## src/rtl/prbs_gen_par.sv

```systemverilog
// prbs_gen_par: parallel PRBS generator with runtime-selectable polynomial.
//
// Emits NB bits of a PRBS7/9/15/23/31 sequence per advance request.
// o_data[NB-1] is the oldest serial bit, so a serial reading of o_data
// MSB-first reproduces the single-bit generator's bit stream.
//
// Ports:
//   clk         system clock
//   i_reset     synchronous active-high reset
//   i_en        enable; low reloads the LFSR from the stored seed and samples i_mode
//   i_ctrl      advance request; one NB-bit word per high cycle while enabled
//   i_mode      polynomial select (0..4 = PRBS7/9/15/23/31, 5..7 = PRBS9)
//   i_seed      seed value, masked to the active order
//   i_load      seed load strobe
//   i_inj_err   error-injection request (inverts MSB of the next emitted word)
//   o_data      emitted word
//   o_valid     o_data updated this cycle
//   o_seed_fix  sticky flag: an all-zero seed was replaced by all-ones
//   o_word_cnt  wrapping count of emitted words
//
// Handshake: o_valid is a one-cycle strobe qualifying o_data, asserted the
// cycle after an accepted i_ctrl. There is no ready/backpressure; a
// consumer must take the word in the cycle o_valid is high.
module prbs_gen_par #(
    parameter int          NB           = 8,
    parameter int          CNT_W        = 32,
    parameter logic [2:0]  DEFAULT_MODE = 3'd1,
    parameter logic [30:0] DEFAULT_SEED = 31'h7FFFFFFF
) (
    input  logic             clk,
    input  logic             i_reset,
    input  logic             i_en,
    input  logic             i_ctrl,
    input  logic [2:0]       i_mode,
    input  logic [30:0]      i_seed,
    input  logic             i_load,
    input  logic             i_inj_err,
    output logic [NB-1:0]    o_data,
    output logic             o_valid,
    output logic             o_seed_fix,
    output logic [CNT_W-1:0] o_word_cnt
);

    // Unused mode codes fall back to PRBS9.
    function automatic logic [2:0] norm_mode(input logic [2:0] m);
        return (m > 3'd4) ? 3'd1 : m;
    endfunction

    function automatic logic [4:0] order_of(input logic [2:0] m);
        case (m)
            3'd0:    return 5'd7;
            3'd2:    return 5'd15;
            3'd3:    return 5'd23;
            3'd4:    return 5'd31;
            default: return 5'd9;
        endcase
    endfunction

    function automatic logic [4:0] tap_of(input logic [2:0] m);
        case (m)
            3'd0:    return 5'd6;
            3'd2:    return 5'd14;
            3'd3:    return 5'd18;
            3'd4:    return 5'd28;
            default: return 5'd5;
        endcase
    endfunction

    function automatic logic [30:0] mask_of(input logic [2:0] m);
        return 31'h7FFFFFFF >> (5'd31 - order_of(m));
    endfunction

    function automatic logic seed_is_zero(input logic [30:0] s, input logic [2:0] m);
        return (s & mask_of(m)) == 31'd0;
    endfunction

    // Masked seed with all-zero replaced by all-ones of the active order,
    // since an all-zero LFSR never leaves the zero state.
    function automatic logic [30:0] fix_seed(input logic [30:0] s, input logic [2:0] m);
        return seed_is_zero(s, m) ? mask_of(m) : (s & mask_of(m));
    endfunction

    logic [30:0]   lfsr_q;
    logic [30:0]   seed_q;
    logic [2:0]    mode_q;
    logic          pend_q;

    logic [4:0]    ord_m1;
    logic [4:0]    tap_m1;
    logic [30:0]   act_mask;
    logic [30:0]   adv_r;
    logic [NB-1:0] adv_data;
    logic [NB-1:0] msb_mask;
    logic [2:0]    new_mode;
    logic          out_bit;
    logic          fb;

    assign ord_m1   = order_of(mode_q) - 5'd1;
    assign tap_m1   = tap_of(mode_q) - 5'd1;
    assign act_mask = mask_of(mode_q);
    assign new_mode = norm_mode(i_mode);

    always_comb begin
        msb_mask         = '0;
        msb_mask[NB-1]   = 1'b1;
    end

    // NB serial steps unrolled into one cycle.
    always_comb begin
        adv_r    = lfsr_q;
        adv_data = '0;
        out_bit  = 1'b0;
        fb       = 1'b0;
        for (int k = 0; k < NB; k++) begin
            out_bit            = adv_r[ord_m1];
            fb                 = out_bit ^ adv_r[tap_m1];
            adv_data[NB-1-k]   = out_bit;
            adv_r              = ((adv_r << 1) | {30'd0, fb}) & act_mask;
        end
    end

    always_ff @(posedge clk) begin
        if (i_reset) begin
            mode_q     <= norm_mode(DEFAULT_MODE);
            seed_q     <= fix_seed(DEFAULT_SEED, norm_mode(DEFAULT_MODE));
            lfsr_q     <= fix_seed(DEFAULT_SEED, norm_mode(DEFAULT_MODE));
            pend_q     <= 1'b0;
            o_data     <= '0;
            o_valid    <= 1'b0;
            o_seed_fix <= 1'b0;
            o_word_cnt <= '0;
        end else if (!i_en) begin
            // Disabled: sample mode, reload LFSR from (possibly new) seed.
            mode_q  <= new_mode;
            pend_q  <= 1'b0;
            o_valid <= 1'b0;
            if (i_load) begin
                seed_q <= i_seed & mask_of(new_mode);
                lfsr_q <= fix_seed(i_seed, new_mode);
                if (seed_is_zero(i_seed, new_mode)) o_seed_fix <= 1'b1;
            end else begin
                lfsr_q <= fix_seed(seed_q, new_mode);
                if (seed_is_zero(seed_q, new_mode)) o_seed_fix <= 1'b1;
            end
        end else if (i_load) begin
            seed_q  <= i_seed & act_mask;
            lfsr_q  <= fix_seed(i_seed, mode_q);
            if (seed_is_zero(i_seed, mode_q)) o_seed_fix <= 1'b1;
            pend_q  <= pend_q | i_inj_err;
            o_valid <= 1'b0;
        end else if (i_ctrl) begin
            // Injection corrupts only the output word, never the LFSR.
            lfsr_q     <= adv_r;
            o_data     <= (pend_q | i_inj_err) ? (adv_data ^ msb_mask) : adv_data;
            pend_q     <= 1'b0;
            o_valid    <= 1'b1;
            o_word_cnt <= o_word_cnt + CNT_W'(1);
        end else begin
            pend_q  <= pend_q | i_inj_err;
            o_valid <= 1'b0;
        end
    end

endmodule

```

## config.mk

```make
export PLATFORM = sky130hd
export DESIGN_NAME = prbs_gen_par
export DESIGN_NICKNAME = d
export VERILOG_FILES = /design/src/rtl/prbs_gen_par.sv
export SDC_FILE = /design/constraint.sdc
export NUM_CORES = 1
export LEC_CHECK = 0
export ABC_AREA = 0
export CAP_MARGIN = 20
export CORE_MARGIN = 10
export CORE_UTILIZATION = 45
export DETAILED_ROUTE_END_ITERATION = 8
export GPL_ROUTABILITY_DRIVEN = 0
export PLACE_DENSITY = 0.67
export SETUP_SLACK_MARGIN = 0.2
export SYNTH_ARGS = -nofsm -noshare
export SYNTH_HDL_FRONTEND = slang
export SYNTH_SLANG_ARGS = --single-unit
```

## constraint.sdc

```tcl
create_clock -name clk -period 2.9 [get_ports clk]
set_input_delay 0.87 -clock clk [delete_from_list [all_inputs] [get_ports clk]]
set_output_delay 0.87 -clock clk [all_outputs]
set_load 0.05 [all_outputs]
```

==> out/qor.txt, run 1 <==
Least-Margin Pin Slew - 0.6559 ns
initial core utilization - 0.4607
Sink Count - 108
hold wc startpoint - o_seed_fix
area delta synth->final - 36.08%
synth unique cells - 77
layout cells sized above 1 - 0.2307
dpl cells - 1116
# H-tree levels - 3
vias in the first global route - 6865
DPL Wire Length - 16500 um
met2 WL post-DR - 10650 um
initial antenna violation count - 0
Post-synth ARST share - 0
gr usage total - 0.2221
CP Max Fanout - 6
top layer in use - met4
remaining global-route overflow - 0
DR vias - 7286
Leak - 3.260 nW
Vias/cell - 6.330
Cell Area, Synth - 6395 sq um
hold_buf cts - 0
Mapped Nets - 843
Max Slew Vio Count - 0
Post-synth EDFFs - 0
unrepaired setup endpoints after global routing - no
Final setup violation count - 0
Die Ht - 139.2 um
CTS tree - yes
clk root buf - clkbuf_16
final worst-path cycle share - 0.9293
Routed Antenna Nets - 0
fin cells - 1151
first-pass GRT wire length - 36250 um
Max VDD drop - 0.2493 mV
fillers - 1189
Initial DRC Count - 855
relative slew slack - 0.5587
total wire length - 23240 um
n_diodes - 0
largest net degree at the start of global routing - 45
Clk Latency, worst-skew pair - 0.36 ns
Cell Pwr Density - 430.8 nW/um^2
Rows - 43
DRC - 0
Worst Hold Class - reg2reg
fin crit period - 2.695 ns
crit path launch - i_seed[16]
DRT Pass-1 Iters - 6
CTS clk-pin slew, worst paths - 0.08 ns
FF/Latch Area - 2162 sq um
CP arrival - 2.97 ns
Num CTS Buffers - 9
Avg Synthesized Cell Area - 7.974 sq um
Final #Nets - 1007
Clock Skews - 0.008437 ns
type of origin of the critical path - primary input
DIE AREA - 19380 sq um
CTS max path bufs - 2
Worst setup EP type - flop
max-cap check violation count - 0
met1 wire length - 9176 um
Wirelength per Cell - 20.19 um
Synth Flop Type - dfxtp_1
Die Wd - 139.2 um
Mapped Cells - 802
CP Class - in2reg
fmax - 0.3711 GHz
start of the worst register-to-register path - mode_q[0]
status - finished, final reports clean
routed wl met3 - 2235 um
Final Total Pwr - 0.003749 W
#FFs+latches synth - 108
I/O pin total - 82
core area - 13880 sq um
WP data required - 3.18 ns
port bufs - 81
post-synthesis sequential area ratio - 0.3381
Syn. warnings - 0
Final Hold Fails - 0
area occupied by multi-input gates - 4119 sq um
-- cell families after synthesis --
family / synth area share
compound gates: 0.3154
xor+xnor: 0.03150
fa+ha+maj: 0.001956
buf+inv: 0.04617
flops: 0.3381
mux: 0.02504
simple gates: 0.2418
-- area by class of cell --
cell class,count,share of cell area
sequential,108,0.2485
clock buffer,9,0.02588
clock inverter,7,0.01280
multi-input combinational,628,0.4733
tap,180,0.02588
inverter,12,0.005176
timing repair buffer,207,0.2085
-- through the flow --
step / instance area [sq um] / setup WS (ns) / hold slack (ns) / setup TNS [ns] / util
5_1_grt: 8702 / 0.1273 / 0.4842 / 0 / 0.6269
3_3_place_gp: 8064 / -0.5177 / 0.4474 / -13.10 / 0.5809
4_1_cts: 8546 / 0.2067 / 0.4705 / 0 / 0.6156
2_1_floorplan: 6395 / 0.2838 / 0.4639 / 0 / -
6_report: 8702 / 0.2050 / 0.4665 / 0 / 0.6269
3_5_place_dp: 8064 / -0.5866 / 0.4576 / -14.58 / 0.5809
-- routing by layer --
layer,vias up,global-route usage
met4,0,0.1126
met5,-,0
met3,108,0.04559
met1,3421,0.2702
met2,407,0.3632
li1,3350,-
-- sequential cells by signal, indices dropped and copies added (netlist names) --
name	flops
seed_q	31
o_word_cnt	32
o_data	8
pend_q	1
o_seed_fix	1
mode_q	3
o_valid	1
lfsr_q	31
-- placed cells by master, fill, tap and decap left out, types with 6 or more instances in the layout --
| cell | instances |
|---|---|
| clkbuf_16 | 9 |
| a221oi_1 | 7 |
| or3_1 | 18 |
| nand2b_1 | 11 |
| dlymetal6s2s_1 | 14 |
| o21ai_1 | 9 |
| mux2_2 | 6 |
| nor2_1 | 99 |
| a21oi_1 | 55 |
| mux2i_1 | 7 |
| nand4_1 | 8 |
| nand3_1 | 12 |
| nor3_1 | 18 |
| a22oi_1 | 28 |
| nand2_1 | 85 |
| a211oi_1 | 11 |
| clkdlybuf4s50_1 | 47 |
| clkbuf_2 | 13 |
| and3_1 | 10 |
| a221o_1 | 12 |
| buf_12 | 6 |
| o22a_1 | 6 |
| o22ai_1 | 10 |
| nor4_1 | 7 |
| xnor2_1 | 9 |
| xor2_1 | 14 |
| inv_1 | 11 |
| o21ai_0 | 42 |
| dfxtp_1 | 108 |
| a311oi_1 | 11 |
| nor2b_1 | 7 |
| buf_4 | 113 |
| o221ai_1 | 14 |
| buf_6 | 9 |
-- cells in the mapped netlist, types with 11 or more instances --
library cell	instances	area share
a211oi_1	12	0.014
a21oi_1	59	0.046
a221o_1	12	0.019
a22oi_1	29	0.034
a311oi_1	12	0.016
buf_2	14	0.011
clkbuf_1	35	0.021
dfxtp_1	108	0.34
inv_1	11	0.0065
nand2_1	86	0.050
nand2b_1	11	0.011
nand3_1	12	0.0094
nor2_1	100	0.059
nor3_1	19	0.015
o21ai_0	48	0.038
o221ai_1	18	0.025
or3_1	18	0.018
xor2_1	14	0.019
-- final timing paths --
kind                            slack [ns]  depth (start not counted)    endpoint
worst min register to register        0.47                          1  o_seed_fix
worst min-delay path                  0.47                          1  o_seed_fix
worst max-delay path                  0.20                         12   lfsr_q[9]
worst max register to register        0.25                          8   lfsr_q[2]
-- repair_timing --
action                     in CTS  in global routing
setup endpoints to repair      32                 40
pin swaps                      23                 34
setup buffers                   7                 10
gates cloned                    1                  1
resized for setup              40                 77
-- where the power goes --
part	switching (W)	internal, W
Sequential	0.0000793	0.00154
Combinational	0.000418	0.000321
Clock	0.000620	0.000773
-- critical path: stages --
cell	delay, ns
buf_4	0.13
nor4_4	0.32
buf_4	0.17
buf_6	0.08
nand4_1	0.14
a211oi_4	0.34
buf_4	0.16
buf_6	0.08
and2_4	0.19
buf_6	0.16
o21ai_2	0.07
a311oi_1	0.25
(Power assumes the default switching activity.)
==> run 2: changes to the inputs <==
GPL_TIMING_DRIVEN = 0   (was not set)
MAX_ROUTING_LAYER = met4   (was not set)
==> run 2 against run 1 <==
  * Setup slack got worse by 0.039 ns
  * Combinational power fell by 3%
  * Non-clock buffer count fell by 33
  * Sequential power barely moved
  * Highest routed layer unchanged
  * Die area did not move
  * Register-to-register slack barely moved
  * First-iteration DRC count rose by 23%
==> out/qor.txt, run 2 (same netlist as run 1, synthesis figures left out) <==
Vias/cell - 6.607 (+4.4%)
initial core utilization - 0.4607 (unchanged)
post-layout util - 0.5966 (-0.03029)
Placement Cell Area - 7421 sq um (-8.0%)
Top reg by flops - o_word_cnt
Num CTS Buffers - 9 (unchanged)
Final setup violation count - 0 (unchanged)
largest net degree at the start of global routing - 19 (-58%)
CP Class - in2reg
DPL Wire Length - 17740 um (+7.5%)
CTS max path bufs - 2 (unchanged)
clk root buf - clkbuf_16
remaining global-route overflow - 0 (unchanged)
I/O pin total - 82 (unchanged)
DRC - 0 (unchanged)
Slowest-stage cell, CP - o41ai_4
reg2reg end - lfsr_q[0]
relative slew slack - 0.5053 (-0.05344)
R2R cell count - 8 (unchanged)
n_diodes - 0 (unchanged)
max reg flops - 32 (unchanged)
Hold Path Sink - o_data[0]
port bufs - 80 (-1.2%)
Final #Nets - 973 (-3.4%)
worst path bufs/invs - 1 (-5)
# H-tree levels - 3 (unchanged)
Max VDD drop - 0.4015 mV (+61%)
Min Hold Slack - 0.4576 ns (-0.008857 ns)
area delta synth->final - 29.50%
WP data required - 3.19 ns (about the same)
Die Ht - 139.2 um (unchanged)
biggest regs - o_word_cnt (32), lfsr_q (31), seed_q (31)
first-pass GRT wire length - 37550 um (+3.6%)
hold wc startpoint - o_data[0]
area occupied by multi-input gates - 4239 sq um (+2.9%)
Worst Hold Class - reg2reg
Clk Latency, worst-skew pair - 0.37 ns (about the same)
post-route design area - 8282 sq um (-4.8%)
gr usage total - 0.2416 (+0.01946)
Clock Skews - 0.008678 ns (+0.0002410 ns)
type of origin of the critical path - primary input
CTS tree - yes
status - finished, final reports clean
fmax - 0.3657 GHz (-1.4%)
DRT Pass-1 Iters - 6 (unchanged)
reg2reg setup slack - 0.24 ns (about the same)
commonest non-fill, non-tap cells in the layout - dfxtp_1, nor2_1, nand2_1, a21oi_1, o21ai_0
Leak - 2.916 nW (-11%)
CP peak stage delay - 0.68 ns (+0.34 ns)
DIE AREA - 19380 sq um (unchanged)
Hold Path Cell Cnt - 2 (+1)
delay-heaviest family, CP - compound AO/OA/AOI/OAI gates
Sum Neg Setup Slack - 0 ns (unchanged)
Final Hold Fails - 0 (unchanged)
DR vias - 7380 (+1.3%)
unrepaired setup endpoints after global routing - yes
Max Slew Vio Count - 0 (unchanged)
Wirelength per Cell - 21.97 um (+8.8%)
CP cell instances - buf_2 -> nor3_4 -> o211ai_1 -> o41ai_4 -> o22ai_1 -> a221o_1 -> o21ai_1
CTS clk-pin slew, worst paths - 0.07 ns (about the same)
fin crit period - 2.734 ns (+0.03926 ns)
core area - 13880 sq um (unchanged)
Cell Pwr Density - 442.4 nW/um^2 (+2.7%)
fillers - 1227 (+3.2%)
CP arrival - 3.02 ns (+0.05 ns)
start of the worst register-to-register path - mode_q[2]
Worst setup EP type - flop
commonest non-fill, non-tap cell in the layout - dfxtp_1
Die Wd - 139.2 um (unchanged)
Initial DRC Count - 1050 (+23%)
FF/Latch Area - 2162 sq um (unchanged)
Sink Count - 108 (unchanged)
final worst-path cycle share - 0.9429 (+0.01354)
hold_buf cts - 0 (unchanged)
Routed Antenna Nets - 0 (unchanged)
Least-Margin Pin Slew - 0.7388 ns (+0.08296 ns)
total wire length - 24550 um (+5.6%)
initial antenna violation count - 0 (unchanged)
Rows - 43 (unchanged)
vias in the first global route - 6946 (+1.2%)
max-cap check violation count - 0 (unchanged)
CP Max Fanout - 6 (unchanged)
layout cells sized above 1 - 0.1900 (-0.04072)
[run 2: power breakdown]
part | internal [W] | switching [W] | total [W]
clock network | 0.000729 | 0.000604 | 0.00133
logic | 0.000271 | 0.000449 | 0.000720
registers | 0.00154 | 0.0000731 | 0.00161
total | 0.00254 | 0.00113 | 0.00366
[run 2: per-stage QoR]
stage / worst slack (ns) / power (W) / std cells
final: 0.1657 / 0.003664 / 1117
after floorplan: 0.2838 / 0.002028 / 802
after detailed placement: -0.8586 / 0.002278 / 1062
after global routing: 0.06393 / 0.003764 / 1117
after global placement: -0.7982 / 0.002268 / 1062
after CTS: 0.1626 / 0.003618 / 1104
[run 2: area by class of cell]
cell class                      instances  share of cell area
Multi-Input combinational cell        627              0.5119
Sequential cell                       108              0.2611
Timing Repair Buffer                  118              0.1213
Buffer                                 56             0.03445
Clock buffer                           11             0.03052
Tap cell                              180             0.02719
Clock inverter                          5            0.007856
Inverter                               12            0.005741
[run 2: how the worst max path moves through the flow]
stage                     endpoint  startpoint  cells past startpoint  slack (ns)
global placement    o_word_cnt[25]      i_ctrl                      8       -0.80
detailed placement  o_word_cnt[25]      i_ctrl                      8       -0.86
finish                   lfsr_q[2]   i_mode[1]                      7        0.17
CTS                     lfsr_q[18]      i_load                      7        0.16
floorplan               lfsr_q[23]   i_seed[3]                      6        0.28
global route             lfsr_q[2]   i_mode[1]                      7        0.06
[run 2: worst min-delay path, stage by stage, from the launching register on]
cell     delay, ns
dfxtp_1       0.31
nand2_1       0.05
a21oi_1       0.05
[run 2: routing by layer]
layer	wire [um]	vias up	part of all wire	track usage
li1	-	3288	-	-
met1	9460	3432	0.39	0.2906
met2	11100	539	0.45	0.3750
met3	2852	121	0.12	0.06397
met4	1137	0	0.046	0.1021
met5	0	-	0	-
[run 2: repair_timing]
item | in CTS | in global routing
setup buffers | 26 | 12
gates cloned | 0 | 1
setup endpoints to repair | 88 | 70
pin swaps | 33 | 28
resized for setup | 98 | 56
==> run 3: changes to the inputs <==
PLACE_DENSITY = not set   (was 0.67)
PLACE_DENSITY_LB_ADDON = 0.1   (was not set)
==> run 3 against run 2 <==
  * Clock skew is essentially flat
  * Sequential share of layout area down 0.11 points
  * Total power up 2.3%
  * Largest power group unchanged
  * Sequential cell count unchanged
  * Critical path depth increased by 1
  * Global-route usage rose by 0.23 points
  * Wire length shrank 0.56%
  * First-iteration DRC count decreased by 13%
  * Via count shrank 0.66%
  * Utilization increased by 0.25 points
  * Die area stayed put
  * Non-clock buffer count down 5
==> out/qor.txt, run 3 (same netlist as run 1, synthesis figures left out) <==
Die Ht - 139.2 um (unchanged)
CTS clk-pin slew, worst paths - 0.07 ns (about the same)
fin crit period - 2.722 ns (-0.01271 ns)
DRC - 0 (unchanged)
final worst-path cycle share - 0.9385 (-0.004384)
fillers - 1270 (+3.5%)
reg2reg end - lfsr_q[3]
Final #Nets - 967 (-0.62%)
biggest regs - o_word_cnt (32), lfsr_q (31), seed_q (31)
Leak - 2.923 nW (+0.22%)
CP Max Fanout - 4 (-2)
Top reg by flops - o_word_cnt
Switching Power - 0.001095 W (-2.7%)
switching share of power - 0.2924 (-0.01504)
vias in the first global route - 6797 (-2.1%)
initial antenna violation count - 0 (unchanged)
I/O pin total - 82 (unchanged)
Final Hold Fails - 0 (unchanged)
Sink Count - 108 (unchanged)
status - finished, final reports clean
post-route design area - 8317 sq um (+0.42%)
DIE AREA - 19380 sq um (unchanged)
Hold Path Sink - o_data[0]
dpl cells - 1062 (unchanged)
reg2reg setup slack - 0.27 ns (+0.03 ns)
unrepaired setup endpoints after global routing - yes
DR vias - 7331 (-0.66%)
layout cells sized above 1 - 0.1871 (-0.002871)
hold wc startpoint - o_data[0]
DPL Wire Length - 17860 um (+0.73%)
# H-tree levels - 3 (unchanged)
core area - 13880 sq um (unchanged)
first-pass GRT wire length - 37580 um (about the same)
area delta synth->final - 30.05%
commonest non-fill, non-tap cell in the layout - dfxtp_1
Clk pwr share - 0.378 (+0.014)
R2R cell count - 9 (+1)
Final Total Pwr - 0.003746 W (+2.3%)
Num CTS Buffers - 9 (unchanged)
port bufs - 80 (unchanged)
hold_buf cts - 0 (unchanged)
largest net degree at the start of global routing - 17 (-2)
CTS tree - yes
Initial DRC Count - 916 (-13%)
Hold Path Cell Cnt - 2 (unchanged)
Clk Latency, worst-skew pair - 0.36 ns (about the same)
Cell Pwr Density - 450.4 nW/um^2 (+1.8%)
part of the power in combinational logic - 0.191 (-0.006)
Least-Margin Pin Slew - 0.7856 ns (+0.04677 ns)
remaining global-route overflow - 0 (unchanged)
Sequential Power Share - 0.431 (-0.009)
total wire length - 24410 um (-0.56%)
Worst Hold Class - reg2reg
relative slew slack - 0.4763 (-0.02901)
WP data required - 3.19 ns (about the same)
Max Slew Vio Count - 0 (unchanged)
CP Class - in2reg
post-layout util - 0.5992 (+0.002524)
Wirelength per Cell - 21.99 um (about the same)
Vias/cell - 6.605 (about the same)
Routed Antenna Nets - 0 (unchanged)
Clock Skews - 0.008242 ns (-0.0004361 ns)
Placement Cell Area - 7421 sq um (unchanged)
max reg flops - 32 (unchanged)
n_diodes - 0 (unchanged)
DRT Pass-1 Iters - 8 (+2)
Sum Neg Setup Slack - 0 ns (unchanged)
type of origin of the critical path - primary input
CTS max path bufs - 2 (unchanged)
fin cells - 1110 (-0.63%)
commonest non-fill, non-tap cells in the layout - dfxtp_1, nor2_1, nand2_1, a21oi_1
Max VDD drop - 0.2198 mV (-45%)
Rows - 43 (unchanged)
area occupied by multi-input gates - 4272 sq um (+0.77%)
Final setup violation count - 0 (unchanged)
initial core utilization - 0.4607 (unchanged)
FF/Latch Area - 2162 sq um (unchanged)
fmax - 0.3674 GHz (+0.47%)
max-cap check violation count - 0 (unchanged)
Die Wd - 139.2 um (unchanged)
Int Power - 0.002651 W (+4.5%)
clk root buf - clkbuf_16
gr usage total - 0.2439 (+0.002301)
start of the worst register-to-register path - mode_q[2]
CP arrival - 3.01 ns (about the same)
Worst setup EP type - flop
[run 3: how the worst max path moves through the flow]
stage	start	to	slack (ns)	cells after the start
global placement	i_ctrl	o_word_cnt[25]	-0.95	8
finish	i_seed[1]	lfsr_q[2]	0.18	8
floorplan	i_seed[3]	lfsr_q[23]	0.28	6
CTS	i_load	lfsr_q[0]	0.17	8
detailed placement	i_ctrl	o_word_cnt[25]	-0.96	8
global route	i_seed[1]	lfsr_q[3]	0.14	10
[run 3: power by group through the flow]
stage	Sequential [W]	Clock, W	Combinational (W)
global route	0.00162	0.00148	0.000756
CTS	0.00161	0.00142	0.000674
detailed placement	0.00164	0	0.000640
floorplan	0.00164	0	0.000386
finish	0.00161	0.00142	0.000716
global placement	0.00164	0	0.000628
[run 3: per-layer routing]
layer | wire (um) | track usage
met4 | 1174 | 0.1137
met2 | 10680 | 0.3612
met1 | 9727 | 0.3009
met5 | 0 | -
met3 | 2832 | 0.06873
[run 3: critical path, stage by stage]
cell and delay [ns]:
dlygate4sd2_1 0.26, nor3_2 0.28, o211ai_1 0.24, buf_4 0.20, o41ai_4 0.46, o22ai_1 0.17
a221o_1 0.38, o21ai_1 0.14
[run 3: cell type report]
type,instances,area share
buffer,56,0.03490
clock buffer,11,0.02798
clock inverter,4,0.01189
inverter,12,0.005717
multi-input combinational,626,0.5136
sequential,108,0.2600
tap,180,0.02708
timing repair buffer,113,0.1189
[run 3: per-stage QoR]
stage                     worst slack, ns  hold WS, ns
after floorplan                    0.2838       0.4639
after global placement            -0.9488       0.4453
after detailed placement          -0.9589       0.4487
after CTS                          0.1714       0.4581
after global routing               0.1439       0.4877
final                              0.1784       0.4587
[run 3: repair_timing]
action | 4_1_cts | 5_1_grt
endpoints found under the setup margin | 87 | 72
pin swaps | 27 | 31
resized for setup | 97 | 69
setup buffers | 19 | 14
